File: src/rtl/mul_seq.sv
// Iterative radix-2 shift-add multiplier for RISC-V mul/mulh/mulhsu/mulhu.
// The full 2*XLEN product appears XLEN+2 cycles after an accepted Start.
module mul_seq #(
  parameter int XLEN = 32
) (
  input  logic              clk,
  input  logic              reset_n,
  input  logic              Start,
  input  logic              Flush,
  input  logic [XLEN-1:0]   SrcA,
  input  logic [XLEN-1:0]   SrcB,
  input  logic [2:0]        Funct3,
  output logic              Busy,
  output logic              Done,
  output logic [2*XLEN-1:0] Prod
);

  localparam int CW = $clog2(XLEN);
  localparam logic [1:0] S_IDLE = 2'd0;
  localparam logic [1:0] S_BUSY = 2'd1;
  localparam logic [1:0] S_FIX  = 2'd2;
  localparam logic [1:0] S_DONE = 2'd3;
  localparam logic [CW-1:0] CNT_LAST = CW'(XLEN - 1);
  localparam logic [CW-1:0] CNT_ONE  = CW'(1);

  // Two's-complement magnitude of an operand flagged as negative.
  function automatic logic [XLEN-1:0] mag(input logic [XLEN-1:0] v, input logic neg);
    mag = neg ? (~v + {{(XLEN-1){1'b0}}, 1'b1}) : v;
  endfunction

  function automatic logic [2*XLEN-1:0] negate2(input logic [2*XLEN-1:0] v);
    negate2 = ~v + {{(2*XLEN-1){1'b0}}, 1'b1};
  endfunction

  logic [1:0]          state_r;
  logic [CW-1:0]       cnt_r;
  logic                neg_r;
  logic [XLEN-1:0]     hi_r;
  logic [XLEN-1:0]     lo_r;
  logic [XLEN-1:0]     maga_r;
  logic [2*XLEN-1:0]   prod_r;

  logic                sign_a_s;
  logic                sign_b_s;
  logic                accept_s;
  logic [XLEN:0]       sum_s;
  logic [2*XLEN-1:0]   fixed_s;

  // Operand signedness, Start acceptance, add step and final sign fix-up.
  always_comb begin
    sign_a_s = 1'b0;
    sign_b_s = 1'b0;
    case (Funct3[1:0])
      2'b01: begin
        sign_a_s = SrcA[XLEN-1];
        sign_b_s = SrcB[XLEN-1];
      end
      2'b10: begin
        sign_a_s = SrcA[XLEN-1];
      end
      default: begin
        sign_a_s = 1'b0;
        sign_b_s = 1'b0;
      end
    endcase
    accept_s = Start && !Flush && ((state_r == S_IDLE) || (state_r == S_DONE));
    sum_s    = {1'b0, hi_r} + (lo_r[0] ? {1'b0, maga_r} : {(XLEN+1){1'b0}});
    fixed_s  = neg_r ? negate2({hi_r, lo_r}) : {hi_r, lo_r};
  end

  // Sequencer and datapath; Flush drops any in-flight work without touching Prod.
  always_ff @(posedge clk) begin
    if (!reset_n) begin
      state_r <= S_IDLE;
      cnt_r   <= {CW{1'b0}};
      neg_r   <= 1'b0;
      hi_r    <= {XLEN{1'b0}};
      lo_r    <= {XLEN{1'b0}};
      maga_r  <= {XLEN{1'b0}};
      prod_r  <= {(2*XLEN){1'b0}};
    end else if (Flush) begin
      state_r <= S_IDLE;
    end else begin
      case (state_r)
        S_IDLE, S_DONE: begin
          if (accept_s) begin
            state_r <= S_BUSY;
            maga_r  <= mag(SrcA, sign_a_s);
            hi_r    <= {XLEN{1'b0}};
            lo_r    <= mag(SrcB, sign_b_s);
            neg_r   <= sign_a_s ^ sign_b_s;
            cnt_r   <= {CW{1'b0}};
          end else begin
            state_r <= S_IDLE;
          end
        end
        S_BUSY: begin
          hi_r  <= sum_s[XLEN:1];
          lo_r  <= {sum_s[0], lo_r[XLEN-1:1]};
          cnt_r <= cnt_r + CNT_ONE;
          if (cnt_r == CNT_LAST) begin
            state_r <= S_FIX;
          end else begin
            state_r <= S_BUSY;
          end
        end
        S_FIX: begin
          {hi_r, lo_r} <= fixed_s;
          prod_r       <= fixed_s;
          state_r      <= S_DONE;
        end
        default: begin
          state_r <= S_IDLE;
        end
      endcase
    end
  end

  assign Busy = (state_r == S_BUSY) || (state_r == S_FIX);
  assign Done = (state_r == S_DONE);
  assign Prod = prod_r;

endmodule

File: config.mk
export PLATFORM = sky130hd
export DESIGN_NAME = mul_seq
export DESIGN_NICKNAME = d
export VERILOG_FILES = /design/src/rtl/mul_seq.sv
export SDC_FILE = /design/constraint.sdc
export NUM_CORES = 1
export LEC_CHECK = 0
export CORE_MARGIN = 2
export CORE_UTILIZATION = 55
export DETAILED_ROUTE_END_ITERATION = 12
export HOLD_SLACK_MARGIN = 0.05
export MAX_ROUTING_LAYER = met4
export PLACE_DENSITY = 0.88
export SKIP_CTS_REPAIR_TIMING = 1
export SLEW_MARGIN = 25
export SYNTH_ARGS = -nofsm -noshare
export SYNTH_HDL_FRONTEND = slang
export SYNTH_SLANG_ARGS = --single-unit
export TNS_END_PERCENT = 50
File: constraint.sdc
create_clock -name clk -period 5.7 [get_ports clk]
set_clock_uncertainty 0.1 [all_clocks]
set_input_delay 0.855 -clock clk [delete_from_list [all_inputs] [get_ports clk]]
set_output_delay 0.855 -clock clk [all_outputs]
set_load 0.02 [all_outputs]
==> results.toml <==
[place]
place_congestion = 0.955
placed_area_um2 = 12800
dp_hpwl_um = 24500
io_buffers = 135

[drt]
detail_route.wl_per_cell_um = 18.7
antenna_left = 0
vias_per_cell = 6.42
drt_first_pass_iters = 6
drc = 0
dr.first_iter.drc_count = 1515
wl_um = 34400
vias = 11800

[power_and_ir_drop]
power_per_cell_area_nw_per_um2 = 220
max-vdd-ir-drop_mv = 0.215
p_leak_uw = 0.00501

[critical_path]
start_kind = "register"
arrival_ns = 4.28
worstReg2RegStart = "state_r[0]$_SDFF_PP0_"
worst_r2r_path_depth = 7
crit_type = "register to register"
reg2reg_to = "hi_r[19]$_SDFFE_PN0P_"
worstPathCellList = "inv_1 > ha_1 > clkinv_1 > nor2_1 > nand2_1 > or3_1 > o221ai_1"
critical_path.top_delay_family = "simple AND/OR/NAND/NOR gates"
path_max_fanout = 19
worst-path-buf-inv = 2
setup.worst_path.end = "hi_r[19]$_SDFFE_PN0P_"
worst_setup_path_end_kind = "register"
worstSetupStartpoint = "state_r[0]$_SDFF_PP0_"
r2r_setup_slack_ns = 1.66
worst_ep_required_time_ns = 5.94
slowest_delay_ns = 0.84
critPathSlowestCell = "clkinv_1"
crit_cells = 7

[logic_synthesis]
synth_nets = 1611
ys_ff_latch = 168
syn_area_per_cell_um2 = 7.61
ys_types = 71
synth_edf_count = 0
synthFlopType = "dfxtp_1"
ys_top_cells_by_area = "dfxtp_1 30%, a21oi_1 6.3%, xor2_1 5.8%, nor2_1 5.2%, xnor2_1 4.8%"
yosysWarnings = 0
netlist_area_um2 = 11400
synth_top_area_frac = 0.295
synthCells = 1498
synth-async-reset-ratio = 0
seq_area_frac_synth = 0.295
synth_area_leader_cell = "dfxtp_1"

[clocking]
cts_root_buf = "clkbuf_16"
clkLatencyLatePin_ns = 0.45
clock-sinks = 168
cts_tree = "yes"
clock_path_buffers = 2
numCtsBuffers = 17
path_clk_slew_ns = 0.07
htreeDepth = 4

[cells_and_area]
fin_util = 0.661
layout_common_cells = "167 x dfxtp_1, 156 x nor2_1, 144 x a21oi_1, 135 x clkdlybuf4s50_1, 115 x nand2_1"
drive_gt1_frac = 0.0408
diodes = 0
seqCellArea_um2 = 3360
synthToLayoutAreaGrowth_pct = 17.8
multi_input_comb_area_um2 = 7510
layout_commonest_cell = "dfxtp_1"
finalInstanceArea_um2 = 13400
fillers = 1761
nets = 1670

[worst_hold_path]
hold_path_class = "register to register"

[grt]
grt.overflow.total = 0
antenna_found_initial = 0
track_usage = 0.317
grt_max_degree = 90
first_global_vias = 10600
grt_pass1_wl_um = 54400

[sta]
holdWs_ns = 0.357
fin_setup_tns_ns = 0
drv_slew = 0
min_period_ns = 4.04
rsz0062_at_grt = "false"
relSlewSlack = 0.295
finalCritPeriodShare = 0.709
worst_slew_pin_slew_ns = 1.05
setup_viol = 0
fmax_ghz = 0.248
final-hold-violation-count = 0

[floorplan]
design.core.area_um2 = 20300
rows = 52
io_pins = 137
start_util = 0.561
die_height_um = 148
die_w_um = 148
dieArea_um2 = 21900

[status]
status = "complete, no violations"

[run]
cap_violations = 0
## tightest hold or removal path: cells and delay by family (launching register included)
family	cells	cell delay (ns)
AOI/OAI and AO/OA	1	0.05
DFF	1	0.31
and+or+nand+nor	1	0.05
## per-layer routing
layer | share of wire | vias to the layer above | track usage
met1 | 0.43 | 5390 | 0.450
met2 | 0.42 | 714 | 0.453
li1 | - | 5609 | -
met5 | 0 | - | -
met3 | 0.11 | 105 | 0.0580
met4 | 0.030 | 0 | 0.110
## cell usage after synthesis (4+ instances only)
master / number
a211oi_1: 68
a21o_1: 33
a21oi_1: 144
a221oi_1: 8
a22o_1: 8
a22oi_1: 6
a311oi_1: 9
a31oi_1: 12
a32o_1: 4
and2_1: 34
and3_1: 9
buf_1: 5
clkbuf_1: 101
dfxtp_1: 168
ha_1: 41
inv_1: 33
nand2_1: 115
nand2b_1: 11
nand3_1: 40
nand4_1: 12
nor2_1: 157
nor2b_1: 7
nor3_1: 43
nor4_1: 12
o211ai_1: 10
o21a_1: 7
o21ai_0: 100
o21ai_1: 5
o21bai_1: 4
o22ai_1: 4
o31a_1: 7
o31ai_1: 24
o41ai_1: 13
or2_2: 5
or3_1: 27
or4_1: 17
xnor2_1: 62
xor2_1: 76
## flip-flops by register name (all words and copies together), names as in the netlist
| name | count |
|---|---|
| hi_r | 32 |
| state_r | 2 |
| maga_r | 32 |
| cnt_r | 5 |
| lo_r | 32 |
| Prod | 64 |
| neg_r | 1 |
## metrics by stage
stage | worst slack, ns | std cells | total power (uW)
floorplan | 2.38 | 1498 | 1560
global placement | 1.59 | 1808 | 1710
finish | 1.66 | 1840 | 2950
detailed placement | 1.52 | 1808 | 1720
CTS | 1.84 | 1840 | 2940
global route | 1.57 | 1840 | 3050
## worst min path at each step
stage / from / end / slack (ns) / depth (start not counted)
finish: maga_r[0]$_SDFFE_PN0P_ / maga_r[0]$_SDFFE_PN0P_ / 0.36 / 2
global placement: Prod[53]$_SDFFE_PN0P_ / Prod[53]$_SDFFE_PN0P_ / 0.34 / 2
CTS: maga_r[0]$_SDFFE_PN0P_ / maga_r[0]$_SDFFE_PN0P_ / 0.36 / 2
global route: maga_r[0]$_SDFFE_PN0P_ / maga_r[0]$_SDFFE_PN0P_ / 0.38 / 2
detailed placement: maga_r[0]$_SDFFE_PN0P_ / maga_r[0]$_SDFFE_PN0P_ / 0.35 / 2
floorplan: maga_r[0]$_SDFFE_PN0P_ / maga_r[0]$_SDFFE_PN0P_ / 0.33 / 2
## power by group
group	switching (uW)	total, uW	internal (uW)
clock	527	1240	715
combinational	281	464	183
sequential	40.6	1250	1210
total	849	2950	2100
## area by class of cell
type                       count  area share
clock buffer                  19      0.0330
clock inverter                13      0.0135
inverter                      34     0.00960
multi-input combinational   1189       0.560
sequential                   168       0.251
tap                          270      0.0252
timing repair buffer         147       0.108
## cell families (layout without fill, tap and decap cells)
group	Yosys count	after routing	synth area share
XOR/XNOR	138	138	0.106
flip-flops	168	168	0.295
multiplexers	3	3	0.00264
AO/OA/AOI/OAI	506	506	0.293
adder cells (fa/ha/maj)	42	42	0.0468
buffers and inverters	141	213	0.0466
AND/OR/NAND/NOR	500	500	0.210
Note: power is estimated with default switching activity, not from simulation.
